[src/rtl/hilo_mdu_ctrl_pkg.sv]
// Shared op codes, FSM state encoding and small arithmetic helpers for the
// HI/LO multiply/divide controller.
package hilo_mdu_ctrl_pkg;

  localparam logic [2:0] MDU_MULT  = 3'd0;
  localparam logic [2:0] MDU_MULTU = 3'd1;
  localparam logic [2:0] MDU_DIV   = 3'd2;
  localparam logic [2:0] MDU_DIVU  = 3'd3;
  localparam logic [2:0] MDU_MTHI  = 3'd4;
  localparam logic [2:0] MDU_MTLO  = 3'd5;

  typedef enum logic [1:0] {
    ST_IDLE = 2'd0,
    ST_MUL  = 2'd1,
    ST_DIV  = 2'd2,
    ST_DONE = 2'd3
  } mdu_state_e;

  function automatic logic [31:0] cond_neg(input logic [31:0] v, input logic neg);
    logic [31:0] r;
    if (neg) begin
      r = 32'd0 - v;
    end else begin
      r = v;
    end
    return r;
  endfunction

endpackage

[src/rtl/hilo_mdu_ctrl_div_iter.sv]
// 32-step radix-2 restoring divider on unsigned magnitudes. The final step's
// quotient/remainder are exposed combinationally alongside done.
module hilo_mdu_ctrl_div_iter
  import hilo_mdu_ctrl_pkg::*;
(
  input  logic        clk,
  input  logic        rst,
  input  logic        start,
  input  logic        abort,
  input  logic [31:0] dividend,
  input  logic [31:0] divisor,
  output logic        done,
  output logic [31:0] quotient,
  output logic [31:0] remainder
);

  logic [31:0] rem_r, quo_r, den_r;
  logic [5:0]  cnt_r;
  logic        busy_r;
  logic [32:0] diff_s;
  logic [31:0] rem_nxt_s, quo_nxt_s;

  // One restoring step: shift in the next dividend bit, subtract if it fits.
  always_comb begin
    diff_s = {rem_r, quo_r[31]} - {1'b0, den_r};
    if (diff_s[32]) begin
      rem_nxt_s = {rem_r[30:0], quo_r[31]};
      quo_nxt_s = {quo_r[30:0], 1'b0};
    end else begin
      rem_nxt_s = diff_s[31:0];
      quo_nxt_s = {quo_r[30:0], 1'b1};
    end
  end

  assign done      = busy_r && (cnt_r == 6'd31);
  assign quotient  = quo_nxt_s;
  assign remainder = rem_nxt_s;

  // Iteration state and counter.
  always_ff @(posedge clk or negedge rst) begin
    if (!rst) begin
      rem_r  <= 32'd0;
      quo_r  <= 32'd0;
      den_r  <= 32'd0;
      cnt_r  <= 6'd0;
      busy_r <= 1'b0;
    end else if (start && !busy_r) begin
      rem_r  <= 32'd0;
      quo_r  <= dividend;
      den_r  <= divisor;
      cnt_r  <= 6'd0;
      busy_r <= 1'b1;
    end else if (busy_r && (abort || done)) begin
      cnt_r  <= 6'd0;
      busy_r <= 1'b0;
    end else if (busy_r) begin
      rem_r  <= rem_nxt_s;
      quo_r  <= quo_nxt_s;
      cnt_r  <= cnt_r + 6'd1;
    end else begin
      cnt_r  <= cnt_r;
    end
  end

endmodule

[src/rtl/hilo_mdu_ctrl.sv]
// HI/LO write sequencer: runs MULT/MULTU/DIV/DIVU/MTHI/MTLO, stalls EX while
// busy, and issues a single full-width {hi, lo} write per operation.
module hilo_mdu_ctrl
  import hilo_mdu_ctrl_pkg::*;
#(
  parameter int MUL_CYCLES = 2
) (
  input  logic        clk,
  input  logic        rst,
  input  logic        start_i,
  input  logic [2:0]  op_i,
  input  logic [31:0] a_i,
  input  logic [31:0] b_i,
  input  logic [31:0] hi_cur_i,
  input  logic [31:0] lo_cur_i,
  input  logic        flush_i,
  output logic        stall_o,
  output logic        we_o,
  output logic [31:0] hi_o,
  output logic [31:0] lo_o
);

  localparam logic [3:0] MUL_LAST = 4'(MUL_CYCLES - 1);

  mdu_state_e  state_r, state_nxt_s;
  logic        accept_s, is_signed_s, is_div_op_s, mul_last_s;
  logic        stall_s, we_s;
  logic [63:0] a_ext_s, b_ext_s, prod_s, prod_r;
  logic [3:0]  mul_cnt_r;
  logic        div_neg_q_r, div_neg_r_r, div_dz_r;
  logic [31:0] a_r, hi_r, lo_r;
  logic        div_done_s;
  logic [31:0] div_quo_s, div_rem_s, div_hi_s, div_lo_s;

  assign accept_s    = (state_r == ST_IDLE) && start_i && !flush_i;
  assign is_signed_s = (op_i == MDU_MULT) || (op_i == MDU_DIV);
  assign is_div_op_s = (op_i == MDU_DIV) || (op_i == MDU_DIVU);
  // Sign- or zero-extend to 64 bits so the low half of one product serves both.
  assign a_ext_s     = {{32{is_signed_s & a_i[31]}}, a_i};
  assign b_ext_s     = {{32{is_signed_s & b_i[31]}}, b_i};
  assign prod_s      = a_ext_s * b_ext_s;
  assign mul_last_s  = (mul_cnt_r == MUL_LAST);

  hilo_mdu_ctrl_div_iter u_div (
    .clk       (clk),
    .rst       (rst),
    .start     (accept_s && is_div_op_s),
    .abort     ((state_r == ST_DIV) && flush_i),
    .dividend  (cond_neg(a_i, is_signed_s && a_i[31])),
    .divisor   (cond_neg(b_i, is_signed_s && b_i[31])),
    .done      (div_done_s),
    .quotient  (div_quo_s),
    .remainder (div_rem_s)
  );

  // State register.
  always_ff @(posedge clk or negedge rst) begin
    if (!rst) begin
      state_r <= ST_IDLE;
    end else begin
      state_r <= state_nxt_s;
    end
  end

  // Next-state logic.
  always_comb begin
    state_nxt_s = ST_IDLE;
    case (state_r)
      ST_IDLE: begin
        if (accept_s) begin
          case (op_i)
            MDU_MULT, MDU_MULTU: state_nxt_s = ST_MUL;
            MDU_DIV, MDU_DIVU:   state_nxt_s = ST_DIV;
            default:             state_nxt_s = ST_DONE;
          endcase
        end else begin
          state_nxt_s = ST_IDLE;
        end
      end
      ST_MUL: begin
        if (flush_i)         state_nxt_s = ST_IDLE;
        else if (mul_last_s) state_nxt_s = ST_DONE;
        else                 state_nxt_s = ST_MUL;
      end
      ST_DIV: begin
        if (flush_i)         state_nxt_s = ST_IDLE;
        else if (div_done_s) state_nxt_s = ST_DONE;
        else                 state_nxt_s = ST_DIV;
      end
      ST_DONE: state_nxt_s = ST_IDLE;
      default: state_nxt_s = ST_IDLE;
    endcase
  end

  // Stall and write strobe; stall drops in DONE so EX advances with the write.
  always_comb begin
    stall_s = 1'b0;
    we_s    = 1'b0;
    case (state_r)
      ST_IDLE:        stall_s = accept_s;
      ST_MUL, ST_DIV: stall_s = 1'b1;
      ST_DONE:        we_s    = !flush_i;
      default: begin
        stall_s = 1'b0;
        we_s    = 1'b0;
      end
    endcase
  end

  // Signed fixup; a zero divisor bypasses it with the fixed {a, all-ones} result.
  always_comb begin
    if (div_dz_r) begin
      div_hi_s = a_r;
      div_lo_s = 32'hFFFF_FFFF;
    end else begin
      div_hi_s = cond_neg(div_rem_s, div_neg_r_r);
      div_lo_s = cond_neg(div_quo_s, div_neg_q_r);
    end
  end

  // Operand capture and result registers; results only load on entry to DONE.
  always_ff @(posedge clk or negedge rst) begin
    if (!rst) begin
      prod_r      <= 64'd0;
      mul_cnt_r   <= 4'd0;
      div_neg_q_r <= 1'b0;
      div_neg_r_r <= 1'b0;
      div_dz_r    <= 1'b0;
      a_r         <= 32'd0;
      hi_r        <= 32'd0;
      lo_r        <= 32'd0;
    end else if (accept_s) begin
      prod_r      <= prod_s;
      mul_cnt_r   <= 4'd0;
      div_neg_q_r <= is_signed_s && (a_i[31] ^ b_i[31]);
      div_neg_r_r <= is_signed_s && a_i[31];
      div_dz_r    <= (b_i == 32'd0);
      a_r         <= a_i;
      case (op_i)
        MDU_MTHI: begin
          hi_r <= a_i;
          lo_r <= lo_cur_i;
        end
        MDU_MTLO: begin
          hi_r <= hi_cur_i;
          lo_r <= a_i;
        end
        MDU_MULT, MDU_MULTU, MDU_DIV, MDU_DIVU: begin
          hi_r <= hi_r;
          lo_r <= lo_r;
        end
        default: begin
          hi_r <= hi_cur_i;
          lo_r <= lo_cur_i;
        end
      endcase
    end else if ((state_r == ST_MUL) && !flush_i) begin
      mul_cnt_r <= mul_cnt_r + 4'd1;
      if (mul_last_s) begin
        hi_r <= prod_r[63:32];
        lo_r <= prod_r[31:0];
      end
    end else if ((state_r == ST_DIV) && !flush_i && div_done_s) begin
      hi_r <= div_hi_s;
      lo_r <= div_lo_s;
    end else begin
      mul_cnt_r <= mul_cnt_r;
    end
  end

  assign stall_o = stall_s;
  assign we_o    = we_s;
  assign hi_o    = hi_r;
  assign lo_o    = lo_r;

endmodule
[config.mk]
export PLATFORM = sky130hd
export DESIGN_NAME = hilo_mdu_ctrl
export DESIGN_NICKNAME = d
export VERILOG_FILES = /design/src/rtl/hilo_mdu_ctrl_pkg.sv /design/src/rtl/hilo_mdu_ctrl_div_iter.sv /design/src/rtl/hilo_mdu_ctrl.sv
export SDC_FILE = /design/constraint.sdc
export NUM_CORES = 2
export LEC_CHECK = 0
export BUFFER_PORTS_ARGS = -buffer_cell sky130_fd_sc_hd__buf_4
export CAP_MARGIN = 20
export CORE_UTILIZATION = 53
export CTS_BUF_LIST = sky130_fd_sc_hd__clkbuf_8
export CTS_CLUSTER_DIAMETER = 200
export DETAILED_ROUTE_END_ITERATION = 6
export PLACE_DENSITY_LB_ADDON = 0.15
export SLEW_MARGIN = 30
export SYNTH_ARGS = -nofsm -noshare
export SYNTH_HDL_FRONTEND = slang
export SYNTH_SLANG_ARGS = --single-unit
[constraint.sdc]
create_clock -name clk -period 6.2 [get_ports clk]
set_input_delay 0 -clock clk [delete_from_list [all_inputs] [get_ports clk]]
set_output_delay 0 -clock clk [all_outputs]
set_load 0.01 [all_outputs]
== Yosys cells after proc, flatten, opt, wreduce, memory -nomap -nowiden ==
Index checks and enable logic that the tools add are counted.

* Register bits after elaboration: 272
* Input bits: 135
* Output and inout port bits: 66
* Word-level logic and storage cells: 110

* $add $sub $neg: 7
* $mul: 1
* Equal/unequal tests: 13
* Mux-type cells: 40
* Bitwise gates (word level): 3
* Reductions and logical operators: 32

{| class="wikitable"
|+ Operators by type and width
! operator !! count
|-
| 32-bit 2-to-1 mux || 21
|-
| 32-bit one-hot mux with 2 select lines || 2
|-
| 1-bit by 32-bit subtractor with 32-bit output, first input constant || 4
|-
| 33-bit by 33-bit multiplier with 64-bit output || 1
|-
| 33-bit by 32-bit subtractor with 33-bit output || 1
|-
| 32-bit zero test || 1
|-
| 6-bit 2-to-1 mux || 3
|-
| 1-bit logical AND || 13
|-
| 2-bit 2-to-1 mux || 4
|-
| 4-bit 2-to-1 mux || 2
|-
| 2-bit one-hot mux with 4 select lines || 1
|-
| 6-bit by 1-bit adder with 6-bit output, second input constant || 1
|-
| 3-bit by 2-bit equality test with 1-bit output, second input constant || 2
|-
| 3-bit equality test, second input constant || 2
|-
| 6-bit by 5-bit equality test with 1-bit output, second input constant || 1
|-
| 2-bit nonzero test || 3
|-
| 3-bit nonzero test || 2
|-
| 2-bit OR reduction || 3
|-
| 1-bit 2-to-1 mux || 5
|-
| 4-bit by 1-bit adder with 4-bit output, second input constant || 1
|-
| 2-bit equality test, second input constant || 2
|-
| 4-bit by 1-bit equality test with 1-bit output, second input constant || 1
|-
| 2-bit one-hot mux with 2 select lines || 1
|-
| 4-bit OR reduction || 1
|-
| other kinds (14) || 18
|}

== Logic depth before layout (Yosys ltp) ==
* Depth in word-level cells: 8
* Gate-level depth with buffers: 34
* Depth with buffers taken out: 31

== Modules after synthesis ==
Synthesis repeated with hierarchy kept, for this count alone.

* Cells, all modules: 6284
* Area, all modules: 55573.3 um^2

{| class="wikitable"
|+ By module, submodules not included
! module !! times used !! cells an instance !! area each (um^2) !! seq. area each (um^2)
|-
| hilo_mdu_ctrl || 1 || 5539 || 48703.0 || 4229.1
|-
| hilo_mdu_ctrl_div_iter || 1 || 745 || 6870.3 || 2577.5
|}

== Worst setup path before layout ==
OpenSTA, ideal clock, no wires.

* Kind: input to register
* Start: in op_i[0]
* End: reg prod_r[62]
* Library setup time: 0.129 ns
* Arrival: 8.171 ns
* Required time: 6.071 ns
* Slack: -2.101 ns
* Stages on the path: 30
* Buffers on the path: 3
* Cell sequence: nor2_1 -> and2_1 -> clkbuf_1 -> clkbuf_1 -> nand2_1 -> inv_1 -> fa_1 -> fa_1 -> fa_1 -> inv_1 -> fa_1 -> inv_1 -> fa_1 -> fa_1 -> inv_1 -> fa_1 -> fa_1 -> inv_1 -> ha_1 -> clkbuf_1 -> nand2_1 -> nor2b_1 -> nand4_1 -> a211o_1 -> a31oi_1 -> o21a_1 -> nor2_1 -> o41ai_1 -> xnor2_1 -> o21ai_1

* Cells in the longest elaborated chain, start to end: 4
* Elaborated cells on any way between the ends: 6
* Those cells by class: mul (1); eq/ne (1); bitwise (2); reduce/logical (2)

{| class="wikitable"
|+ RTL lines
! element !! line !! RTL
|-
| from (decl) || hilo_mdu_ctrl.sv:11 || <nowiki>input logic [2:0] op_i,</nowiki>
|-
| 3-bit by 2-bit equality test with 1-bit output / 3-bit zero test (equally long branches) || hilo_mdu_ctrl.sv:36 || <nowiki>assign is_signed_s = (op_i == MDU_MULT) || (op_i == MDU_DIV);</nowiki>
|-
| 1-bit logical OR * || hilo_mdu_ctrl.sv:36 ||
|-
| 1-bit AND (on tied branches) || hilo_mdu_ctrl.sv:39, hilo_mdu_ctrl.sv:40 ||
|-
| 33-bit by 33-bit multiplier with 64-bit output * || hilo_mdu_ctrl.sv:41 || <nowiki>assign prod_s = a_ext_s * b_ext_s;</nowiki>
|-
| to (signal assigned) || hilo_mdu_ctrl.sv:133 || <nowiki>prod_r <= prod_s;</nowiki>
|-
| to (decl) || hilo_mdu_ctrl.sv:28 || <nowiki>logic [63:0] a_ext_s, b_ext_s, prod_s, prod_r;</nowiki>
|}

Every way passes the cells marked *; elsewhere a longest branch is shown, timed or not.
A chain may end at the register's enable or synchronous reset.

== Final worst setup path ==
Ends and elaborated chain as after synthesis.

==> Implementation_results.wiki <==
{| class="wikitable"
! Metric !! Value
|-
| Cell family with the largest share of critical-path delay || adder cells
|-
| Vias per Instance || 5.64
|-
| Site Rows || 117
|-
| Max-capacitance violation count || 0
|-
| Library cells used by synthesis || 91
|-
| FMAX || 148 MHz
|-
| PortBufs || 200
|-
| Cell repeated most along the worst path || fa_1
|-
| Final setup fails || 34
|-
| Initial antenna violation count || 11
|-
| Buffering stage count on the worst path with inverters included || 7
|-
| Total wire length after detailed routing || 187000 µm
|-
| Starting density of the core || 0.538
|-
| Worst-case setup margin in the final layout || -0.556 ns
|-
| Worst reg2reg setup slack || 0.31 ns
|-
| Post-synth top flop || dfrtp_1
|-
| Syn-to-layout area delta || 20.1%
|-
| Post-detailed-route DRC marker count || 0
|-
| Final-report hold violation count || 0
|-
| Fin. max-slew vios || 0
|-
| X dimension of the die || between 300 and 400 µm
|-
| Hold Path Stages || 4
|-
| Source-to-sink clock delay at the later pin of the worst-skew pair || 0.67 ns
|-
| Crit path required time || 6.71 ns
|-
| Synth warnings || 0
|-
| Number of routed nets with antenna violations || 0
|-
| Post-synth EDFFs || 0
|-
| Crit Reg-Reg Endpoint || hi_o[30]
|-
| Filler cell count in the final layout || 8495
|-
| Total negative setup slack || -10.01 ns
|-
| Slowest cell on the critical path || fa_2
|-
| RSZ-0062 raised after global routing || true
|-
| Cell accounting for the most synthesized area || fa_1
|-
| Number of H-tree branching levels || 2
|-
| Fraction of layout instances using a drive strength above 1 || 0.181
|-
| Synth top area cells || fa_1 41%, dfrtp_1 12%, nand2_1 8.3%
|-
| Post-route minimum period || 6.76 ns
|-
| Core area || 102000 µm²
|-
| Number of flip-flops and latches in the synthesized netlist || between 200 and 300
|-
| CP max stage delay || 0.66 ns
|-
| Reg-to-Reg Start || u_div.quo_r[31]
|-
| Area share of the largest cell type after synthesis || 0.409
|-
| Slew at the pin closest to its max-slew limit || 1.02 ns
|-
| Post-layout nets || 8385
|-
| Gp weighted congestion || 0.985
|-
| Worst slew margin relative to its limit || 0.319
|-
| Syn_nets || slightly below 8000
|-
| Hold path start || b_i[4]
|-
| Global-route total usage across every layer || 0.360
|-
| Startpoint types || input pin
|-
| Maximum number of pins on one net before global-route repair || 114
|-
| Portion of the post-synthesis area used by sequential elements || 0.124
|-
| Number of clock sinks seen by CTS || 272
|-
| Post-CTS clock slew at the launch and capture registers of the worst setup and hold paths || 0.07 ns
|-
| Syn_area_per_cell || 8.75 µm²
|-
| Post-route fraction of the period consumed by the critical path || 1.09
|-
| Register-to-Register Path Depth || 24
|-
| Overflow after GRT || 0
|-
| Fraction of registers with async set or reset after synthesis || 1.00
|-
| CTS tree || yes
|-
| Number of instances in the synthesized netlist || about 6300
|-
| Number of iterations in the first detailed-routing pass || 6
|-
| Result of the run || finished, violations left
|-
| Routed via count || 46687
|-
| First-iteration detailed-routing DRC count || 4295
|-
| Routed WL per cell || 22.6 µm
|-
| Synth Cell Area || around 55000 µm²
|-
| Vias in the first global route || 48073
|-
| Arrival time reported for the critical path endpoint || 7.26 ns
|-
| Chip Height || 324 µm
|-
| Worst-case hold slack || ~0.031 ns
|-
| Violations in the final reports || setup timing
|-
| TritonCTS buffer count || 43
|-
| Number of buffers on the longest clock path || 3
|-
| DPL Wire Length || 151000 µm
|-
| Kind of end point of the critical path || flip-flop
|-
| Die ar. || 105000 µm²
|-
| Maximum net fanout on the critical path || 7
|-
| Worst Setup Path Type || input pin to flip-flop
|-
| Number of top-level design ports || 201
|-
| Type of the worst min-delay path || input pin to flip-flop
|-
| Final worst clock skew || 0.0473 ns
|-
| Endpoint, Worst Hold || u_div.den_r[4]
|-
| Global-route wire length before repair || 289000 µm
|-
| CTS root buffer || clkbuf_8
|}
==> logic make-up after synthesis <==
family / count (synthesis) / share of synthesized area
compound gates: 806 / 0.0929
xor+xnor: 216 / 0.0343
fa+ha+maj: 1383 / 0.468
buf+inv: 1575 / 0.108
flops: 272 / 0.124
mux: 70 / 0.0131
simple gates: 1973 / 0.160
==> repair_timing <==
action                                 in CTS  in global routing
pin swaps                                 146                102
hold buffers                              103                  2
cloned                                      2                  1
buffers inserted                           54                 30
endpoints found under the hold margin     206                 24
setup endpoints to repair                  34                 43
resized for setup                         268                184
==> per-layer routing <==
| layer | global-route usage | routed length (µm) | vias to the layer above |
|---|---|---|---|
| li1 | - | - | 20397 |
| met1 | 0.516 | 78200 | 23705 |
| met2 | 0.543 | 81700 | 2255 |
| met3 | 0.0783 | 19700 | 322 |
| met4 | 0.117 | 7350 | 8 |
| met5 | 0 | 46 | - |
==> tightest hold or removal path, cell delays in order <==
cell and delay (ns):
buf_4 0.14, buf_4 0.25, xor2_1 0.11, a21oi_1 0.13
==> registers in the layout, summed over array words and instances (netlist names), 2 cells and up <==
register     count
prod_r          64
u_div.rem_r     32
mul_cnt_r        4
a_r             32
hi_o            32
u_div.den_r     32
u_div.cnt_r      6
state_r          2
u_div.quo_r     32
lo_o            32
==> synth_stat cells (6+ instances only) <==
master and n:
nor2b_1 11, a22oi_1 9, o221ai_1 29, ha_1 257, nor3b_1 10, a22o_1 6
o22ai_1 33, a221o_1 10, o211ai_1 11, nor4_1 11, inv_1 1169, nand3_1 32
o41ai_1 10, xnor2_1 134, or4_1 8, a31oi_1 37, dfrtp_1 272, o311ai_0 9
nand4_1 16, buf_2 12, and2_1 321, o21ai_1 6, a21oi_1 193, nand2_1 1211
or2_2 7, o21a_1 16, nor3_1 62, mux2_2 16, a221oi_1 21, or3_1 17
nand2b_1 25, o31ai_1 36, mux2i_1 54, clkbuf_1 322, and3_1 31, nor2_1 187
o21bai_1 6, xor2_1 82, a211oi_1 12, fa_1 1126, o21ai_0 257, buf_1 62
a21o_1 49
==> placed cells by master (no fill, tap or decap), drive strengths merged, types with 22 or more instances in the layout <==
cell and instances:
nand2 1211, inv 1178, fa 1126, buf 822, and2 321, dfrtp 272, o21ai 264, ha 257
a21oi 195, nor2 188, xnor2 134, dlygate4sd3 105, xor2 82, nor3 63, mux2i 54, a21o 49
clkbuf 49, a31oi 37, o31ai 37, o22ai 33, nand3 32, and3 32, o221ai 30, nand2b 25
a221oi 22
==> metrics by stage <==
step                      setup slack, ns  area [µm²]  cells  utilization
final                              -0.556       66200   8272        0.647
after global routing               -0.803       66200   8271        0.647
after CTS                          -0.516       65200   8239        0.638
after detailed placement            -1.51       61600   8010        0.602
after global placement              -1.51       61600   8010        0.602
after floorplan                    -0.871       56300   6295            -
==> how the worst max path moves through the flow <==
stage	start	end	slack (ns)	cells after the start
after floorplan	op_i[0]	prod_r[62]	-0.87	30
after global placement	a_i[16]	prod_r[61]	-1.51	29
after detailed placement	op_i[0]	prod_r[61]	-1.51	30
after CTS	op_i[2]	prod_r[61]	-0.52	29
after global routing	op_i[0]	prod_r[62]	-0.80	29
final	op_i[0]	prod_r[62]	-0.56	30
==> final cells by class <==
| class | count | area (µm²) | share of cell area |
|---|---|---|---|
| Multi-Input combinational cell | 4448 | 43800 | 0.662 |
| Timing Repair Buffer | 929 | 8390 | 0.127 |
| Sequential cell | 272 | 6810 | 0.103 |
| Inverter | 1173 | 4430 | 0.0670 |
| Tap cell | 1368 | 1710 | 0.0259 |
| Clock buffer | 48 | 661 | 0.00998 |
| Clock inverter | 29 | 323 | 0.00488 |
| Antenna cell | 5 | 12.5 | 0.000189 |
Power is not shown: default switching activity piles up to over one toggle a cycle in this logic, so the estimate is an artifact.
